## src/rtl/console_uart_pkg.sv

```systemverilog
// Shared types and register map for the console UART transmitter.
package console_uart_pkg;

   typedef enum logic [1:0] {
      TX_IDLE,
      TX_START,
      TX_DATA,
      TX_STOP
   } tx_state_e;

   localparam logic [31:0] DATA_OFS = 32'd0;
   localparam logic [31:0] STAT_OFS = 32'd4;

   localparam int STAT_BUSY      = 0;
   localparam int STAT_FULL      = 1;
   localparam int STAT_EMPTY     = 2;
   localparam int STAT_COUNT_LSB = 8;

   function automatic logic [31:0] status_word(input logic       busy,
                                               input logic       full,
                                               input logic       empty,
                                               input logic [7:0] count);
      logic [31:0] w;
      w                       = '0;
      w[STAT_BUSY]            = busy;
      w[STAT_FULL]            = full;
      w[STAT_EMPTY]           = empty;
      w[STAT_COUNT_LSB +: 8]  = count;
      return w;
   endfunction

endpackage

```

## src/rtl/console_fifo.sv

```systemverilog
// Circular synchronous FIFO with separate occupancy count; head is visible combinationally.
module console_fifo #(
   parameter int DEPTH = 16,
   parameter int WIDTH = 8
) (
   input  logic                     clk,
   input  logic                     resetn,
   input  logic                     push,
   input  logic [WIDTH-1:0]         wdata,
   input  logic                     pop,
   output logic [WIDTH-1:0]         rdata,
   output logic                     full,
   output logic                     empty,
   output logic [$clog2(DEPTH):0]   count
);

   localparam int AW = $clog2(DEPTH);

   logic [WIDTH-1:0] mem [DEPTH];
   logic [AW-1:0]    wr_ptr;
   logic [AW-1:0]    rd_ptr;
   logic             do_push;
   logic             do_pop;

   assign do_push = push && !full;
   assign do_pop  = pop && !empty;

   assign full  = (count == (AW+1)'(DEPTH));
   assign empty = (count == '0);
   assign rdata = mem[rd_ptr];

   // Pointers wrap naturally because DEPTH is a power of two.
   always_ff @(posedge clk) begin
      if (!resetn) begin
         wr_ptr <= '0;
         rd_ptr <= '0;
         count  <= '0;
      end else begin
         if (do_push) wr_ptr <= wr_ptr + 1'b1;
         if (do_pop)  rd_ptr <= rd_ptr + 1'b1;
         if (do_push && !do_pop)
            count <= count + 1'b1;
         else if (!do_push && do_pop)
            count <= count - 1'b1;
      end
   end

   // NOTE: storage is deliberately not reset; pointers and count alone define valid entries.
   always_ff @(posedge clk) begin
      if (do_push) mem[wr_ptr] <= wdata;
   end

endmodule

```

## src/rtl/console_uart_tx.sv

```systemverilog
// Memory-mapped console: byte writes to the data register are queued and sent as 8N1 frames on txd.
module console_uart_tx
   import console_uart_pkg::*;
#(
   parameter logic [31:0] BASE_ADDR    = 32'h1000_0000,
   parameter int          CLKS_PER_BIT = 868,
   parameter int          FIFO_DEPTH   = 16
) (
   input  logic        clk,
   input  logic        resetn,
   input  logic        mem_valid,
   input  logic [31:0] mem_addr,
   input  logic [31:0] mem_wdata,
   input  logic [3:0]  mem_wstrb,
   input  logic [3:0]  mem_rmask,
   output logic        sel,
   output logic        mem_ready,
   output logic [31:0] mem_rdata,
   output logic        txd,
   output logic        busy
);

   localparam int          CW          = $clog2(FIFO_DEPTH) + 1;
   localparam int          BW          = $clog2(CLKS_PER_BIT);
   localparam logic [BW-1:0] BAUD_RELOAD = BW'(CLKS_PER_BIT - 1);
   localparam logic [31:0] DATA_ADDR   = BASE_ADDR + DATA_OFS;
   localparam logic [31:0] STAT_ADDR   = BASE_ADDR + STAT_OFS;

   logic          hit_data;
   logic          hit_stat;
   logic          is_write;
   logic          fifo_push;
   logic          fifo_pop;
   logic [7:0]    fifo_rdata;
   logic          fifo_full;
   logic          fifo_empty;
   logic [CW-1:0] fifo_count;
   logic          unused_bits;

   tx_state_e     state_q, state_d;
   logic [BW-1:0] baud_q, baud_d;
   logic [2:0]    bit_idx_q, bit_idx_d;
   logic [7:0]    shift_q, shift_d;
   logic          txd_q, txd_d;
   logic          busy_q, busy_d;

   // Bus decode: rmask and upper write bytes carry no meaning for this block.
   assign unused_bits = ^{mem_rmask, mem_wdata[31:8]};
   assign hit_data    = (mem_addr == DATA_ADDR);
   assign hit_stat    = (mem_addr == STAT_ADDR);
   assign sel         = mem_valid && (hit_data || hit_stat);
   assign is_write    = |mem_wstrb;
   assign fifo_push   = sel && hit_data && mem_wstrb[0] && !fifo_full;

   always_comb begin
      mem_ready = 1'b0;
      if (sel) mem_ready = (hit_data && mem_wstrb[0]) ? !fifo_full : 1'b1;
   end

   assign mem_rdata = (sel && hit_stat && !is_write)
                    ? status_word(busy_q, fifo_full, fifo_empty, 8'(fifo_count))
                    : 32'd0;

   console_fifo #(
      .DEPTH (FIFO_DEPTH),
      .WIDTH (8)
   ) u_fifo (
      .clk    (clk),
      .resetn (resetn),
      .push   (fifo_push),
      .wdata  (mem_wdata[7:0]),
      .pop    (fifo_pop),
      .rdata  (fifo_rdata),
      .full   (fifo_full),
      .empty  (fifo_empty),
      .count  (fifo_count)
   );

   always_ff @(posedge clk) begin
      if (!resetn) begin
         state_q   <= TX_IDLE;
         baud_q    <= '0;
         bit_idx_q <= '0;
         shift_q   <= '0;
         txd_q     <= 1'b1;
         busy_q    <= 1'b0;
      end else begin
         state_q   <= state_d;
         baud_q    <= baud_d;
         bit_idx_q <= bit_idx_d;
         shift_q   <= shift_d;
         txd_q     <= txd_d;
         busy_q    <= busy_d;
      end
   end

   // NOTE: every signal gets a default first so no path leaves it unassigned (no latch).
   always_comb begin
      state_d   = state_q;
      baud_d    = baud_q;
      bit_idx_d = bit_idx_q;
      shift_d   = shift_q;
      fifo_pop  = 1'b0;

      case (state_q)
         TX_IDLE: begin
            if (!fifo_empty) begin
               fifo_pop = 1'b1;
               shift_d  = fifo_rdata;
               baud_d   = BAUD_RELOAD;
               state_d  = TX_START;
            end
         end
         TX_START: begin
            if (baud_q == '0) begin
               baud_d    = BAUD_RELOAD;
               bit_idx_d = '0;
               state_d   = TX_DATA;
            end else begin
               baud_d = baud_q - 1'b1;
            end
         end
         TX_DATA: begin
            if (baud_q == '0) begin
               baud_d  = BAUD_RELOAD;
               shift_d = {1'b0, shift_q[7:1]};
               if (bit_idx_q == 3'd7) state_d = TX_STOP;
               else                   bit_idx_d = bit_idx_q + 3'd1;
            end else begin
               baud_d = baud_q - 1'b1;
            end
         end
         TX_STOP: begin
            if (baud_q == '0) begin
               // Chain straight into the next start bit when more data is waiting.
               if (!fifo_empty) begin
                  fifo_pop = 1'b1;
                  shift_d  = fifo_rdata;
                  baud_d   = BAUD_RELOAD;
                  state_d  = TX_START;
               end else begin
                  state_d = TX_IDLE;
               end
            end else begin
               baud_d = baud_q - 1'b1;
            end
         end
         default: state_d = TX_IDLE;
      endcase

      txd_d = 1'b1;
      case (state_d)
         TX_START: txd_d = 1'b0;
         TX_DATA:  txd_d = shift_d[0];
         default:  txd_d = 1'b1;
      endcase

      busy_d = (state_d != TX_IDLE) || !fifo_empty;
   end

   assign txd  = txd_q;
   assign busy = busy_q;

endmodule

```

## config.mk

```make
export PLATFORM = sky130hd
export DESIGN_NAME = console_uart_tx
export DESIGN_NICKNAME = d
export VERILOG_FILES = /design/src/rtl/console_uart_pkg.sv /design/src/rtl/console_fifo.sv /design/src/rtl/console_uart_tx.sv
export SDC_FILE = /design/constraint.sdc
export NUM_CORES = 1
export LEC_CHECK = 0
export ABC_CLOCK_PERIOD_IN_PS = 3730
export CAP_MARGIN = 25
export CORE_MARGIN = 3
export CORE_UTILIZATION = 50
export DETAILED_ROUTE_END_ITERATION = 8
export GPL_ROUTABILITY_DRIVEN = 0
export GPL_TIMING_DRIVEN = 0
export HOLD_SLACK_MARGIN = 0.1
export PLACE_DENSITY = 0.74
export SETUP_SLACK_MARGIN = 0.15
export SLEW_MARGIN = 10
export SYNTH_ARGS = -nofsm -noshare
export SYNTH_HDL_FRONTEND = slang
export SYNTH_SLANG_ARGS = --single-unit
```

## constraint.sdc

```tcl
create_clock -name clk -period 3.73 [get_ports clk]
set_input_delay 0.373 -clock clk [delete_from_list [all_inputs] [get_ports clk]]
set_output_delay 0.373 -clock clk [all_outputs]
set_load 0.02 [all_outputs]
```

==> impl_metrics.env <==
export IMPL_skew_ns=0.0163
export IMPL_comb_power_share_pct=29.9
export IMPL_stdcell_count=823
export IMPL_clk_pin_slew_ns=0.07
export IMPL_synth_distinct_cells=70
export IMPL_syn_to_final_growth_pct=19.3
export IMPL_cts_buffers=17
export IMPL_grt_pass1_vias=4475
export IMPL_n_antenna_cell=0
export IMPL_crit_chain="clkdlybuf4s50_1, nor4_1, nand4_1, nor4b_4, ha_1, inv_1, fa_1, a21o_1, a21oi_1, xnor2_1, or3_1, a21boi_0"
export IMPL_rsz0062_at_grt="false"
export IMPL_post_place_cells=791
export IMPL_ir_drop_mv=0.441
export IMPL_routedWlPerCell_um=18.6
export IMPL_grt_max_degree=17
export IMPL_crit_required_ns=4.08
export IMPL_timing_final_hold_violations=0
export IMPL_die_h_um=129
export IMPL_htree_num_levels=4
export IMPL_maxCapViolations=0
export IMPL_worst_path_max_delay_cell="nor4b_4"
export IMPL_clock_path_buffers=2
export IMPL_die_width_um=129
export IMPL_drive_gt1_share_pct=18.0
export IMPL_nets=720
export IMPL_critPathArrivalTime_ns=3.66
export IMPL_viasPerCell=5.64
export IMPL_synth_edf_count=128
export IMPL_fin_crit_ns=3.30
export IMPL_fmax_ghz=0.303
export IMPL_critPathTopFamily="simple AND/OR/NAND/NOR gates"
export IMPL_switching_share_pct=32.1
export IMPL_port_buffers=57
export IMPL_worst_setup_path_end_kind="flip-flop"
export IMPL_wl_mm=15.3
export IMPL_place_area_sq_mm=0.00851
export IMPL_dp_slack_ns=-0.0434
export IMPL_grt_pass1_wl_mm=23.9
export IMPL_antenna_found_initial=0
export IMPL_hold_path_class="input pin to flip-flop"
export IMPL_post_cts_buffers=0
export IMPL_yosysSeqAreaShare_pct=61.6
export IMPL_p_switching_mw=1.81
export IMPL_p_leak_nw=3.13
export IMPL_worst_pin_slew_ns=0.930
export IMPL_status="finished clean"
export IMPL_netlist_area_sq_mm=0.00760
export IMPL_setup_viol=0
export IMPL_period_share_pct=88.6
export IMPL_clock_sinks=170
export IMPL_ys_async_sr_fraction_pct=0
export IMPL_maxSlewHeadroom_pct=37.8
export IMPL_p_per_area_mw_per_mm2=622
export IMPL_ys_warnings_count=0
export IMPL_syn_inst=527
export IMPL_p_clk_share_pct=29.5
export IMPL_seq_power_share_pct=40.6
export IMPL_drv_slew=0
export IMPL_crit_buf_inv=2
export IMPL_dp_hpwl_mm=10.6
export IMPL_num_io_pins=111
export IMPL_grt_overflow_total=0
export IMPL_drtPass1Iterations=6
export IMPL_setup_slack_ns=0.426
export IMPL_vias=4640
export IMPL_synth_seq_cells=170
export IMPL_clk_latency_ns=0.44
export IMPL_critPathKind="input pin to flip-flop"
export IMPL_die_area_sq_mm=0.0167
export IMPL_cts_tree="done"
export IMPL_post_route_drc_count=0
export IMPL_num_rows=44
export IMPL_fin_area_sq_mm=0.00907
export IMPL_track_usage_pct=19.2
export IMPL_postCtsHoldBufs=0
export IMPL_drt_iter0_markers=369
export IMPL_slowest_delay_ns=0.63
export IMPL_startpoint_type="input pin"
export IMPL_internal_power_mw=3.83
export IMPL_drtAntennaViolNets=0
export IMPL_total_power_mw=5.64
export IMPL_synth_avg_cell_area_sq_um=14.4
export IMPL_synth_main_ff_cell="edfxtp_1"
export IMPL_core_area_sq_mm=0.0147
export IMPL_start_util_pct=51.7
export IMPL_cts_root_buf="clkbuf_16"
export IMPL_crit_fanout=8
[sequential cells by signal (all words and copies together) (netlist names), named ones only]
register / count
state_q: 2
bit_idx_q: 3
u_fifo.mem: 128
txd: 1
u_fifo.rd_ptr: 4
busy: 1
u_fifo.count: 5
shift_q: 8
baud_q: 10
u_fifo.wr_ptr: 4
[power groups by stage]
stage	sequential [mW]	clock [mW]	combinational (mW)
6_report	2.29	1.67	1.69
5_1_grt	2.31	1.78	1.86
4_1_cts	2.29	1.70	1.67
3_5_place_dp	2.33	0	1.66
3_3_place_gp	2.32	0	1.60
2_1_floorplan	2.31	0	1.26
[per-stage QoR]
stage | TNS (ns) | hold slack, ns | utilization, %
finish | 0 | 0.365 | 61.7
global route | 0 | 0.400 | 61.7
CTS | 0 | 0.365 | 61.6
detailed placement | -0.0434 | 0.464 | 57.9
global placement | 0 | 0.449 | 57.8
floorplan | 0 | 0.434 | -
[layout by cell type (no fill, tap or decap), types with 3 or more instances in the layout]
cell and instances:
a211oi_1 12, a21boi_0 5, a21boi_1 4, a21oi_1 11, a221o_1 6, a31oi_1 4, and2_1 18, buf_2 7
buf_4 26, clkbuf_1 16, clkbuf_16 17, clkdlybuf4s50_1 57, clkinv_1 3, conb_1 24, dfxtp_1 42, edfxtp_1 128
ha_1 18, inv_1 10, inv_6 4, mux2i_1 15, mux4_2 29, nand2_1 21, nand2b_1 6, nand4_1 6
nor2_1 27, nor2b_1 15, nor3_1 5, nor3_2 4, nor4_1 10, o21ai_0 13, o221a_2 3, o31ai_1 3
or3_1 4, xnor2_1 9
[layer usage]
layer | routed length, um | share of wire (%) | vias up | global-route usage [%]
li1 | - | - | 2181 | -
met1 | 6470 | 42 | 2298 | 24.8
met2 | 7750 | 51 | 150 | 32.5
met3 | 998 | 6.5 | 11 | 5.73
met4 | 109 | 0.71 | 0 | 3.83
met5 | 0 | 0 | - | 0
[kinds of logic (layout without fill, tap and decap cells)]
group | count (synthesis) | in the layout | synth area share [%]
AOI/OAI and AO/OA | 82 | 82 | 8.10
adders and majority gates | 19 | 19 | 3.23
xor gates and xnor gates | 11 | 11 | 1.27
buffers and inverters | 61 | 150 | 4.43
other | 1 | 24 | 0.0493
muxes | 46 | 46 | 10.9
DFF | 170 | 170 | 61.6
and+or+nand+nor | 137 | 137 | 10.5
[cell usage after synthesis, drive strengths merged, types with 4 or more instances]
cell | count | area share, %
a211oi | 12 | 1.2
a21boi | 10 | 1.0
a21oi | 12 | 0.84
a221o | 6 | 0.79
a31oi | 4 | 0.33
and2 | 18 | 1.5
buf | 35 | 3.1
clkbuf | 15 | 0.76
dfxtp | 42 | 11
edfxtp | 128 | 51
ha | 18 | 3.0
inv | 11 | 0.54
mux2i | 15 | 2.0
mux4 | 29 | 8.6
nand2 | 22 | 1.1
nand2b | 6 | 0.49
nand4 | 7 | 0.66
nor2 | 28 | 1.4
nor2b | 15 | 1.2
nor3 | 10 | 0.72
nor4 | 12 | 1.3
o21ai | 14 | 0.92
or3 | 4 | 0.33
xnor2 | 9 | 1.0
[worst reg2reg max path: stages, from the launching register on]
cell and delay (ns):
dfxtp_1 0.44, ha_1 0.18, clkbuf_1 0.31, a41oi_1 0.28, nor3_4 0.31, inv_1 0.09
ha_1 0.23, inv_1 0.13, ha_1 0.29, a21o_1 0.20, a21oi_1 0.18, xnor2_1 0.09
or3_1 0.30, a21boi_0 0.15
[worst paths after layout]
kind	start	to	slack (ns)	cells after the start
worst min register to register	bit_idx_q[1]$_SDFFE_PN0P_	bit_idx_q[1]$_SDFFE_PN0P_	0.48	2
worst min-delay path	resetn	baud_q[6]$_SDFF_PN0_	0.36	3
worst max register to register	state_q[0]$_SDFF_PN0_	u_fifo.count[4]$_SDFFE_PN0P_	0.48	13
worst max-delay path	mem_addr[6]	u_fifo.count[4]$_SDFFE_PN0P_	0.43	12
[repair_timing]
action | CTS | global route
setup endpoints to repair | 0 | 1
endpoints found under the hold margin | 0 | 0
resized for setup | 0 | 2
[final cells by class]
type                            instances  area, sq um
Fill cell                            1084         5630
Sequential cell                       170         4680
Multi-Input combinational cell        319         2700
Timing Repair Buffer                   57          571
Clock buffer                           19          433
Buffer                                 50          295
Tap cell                              184          230
Clock inverter                         13          118
Inverter                               11         41.3
Note: power is estimated with default switching activity, not from simulation.
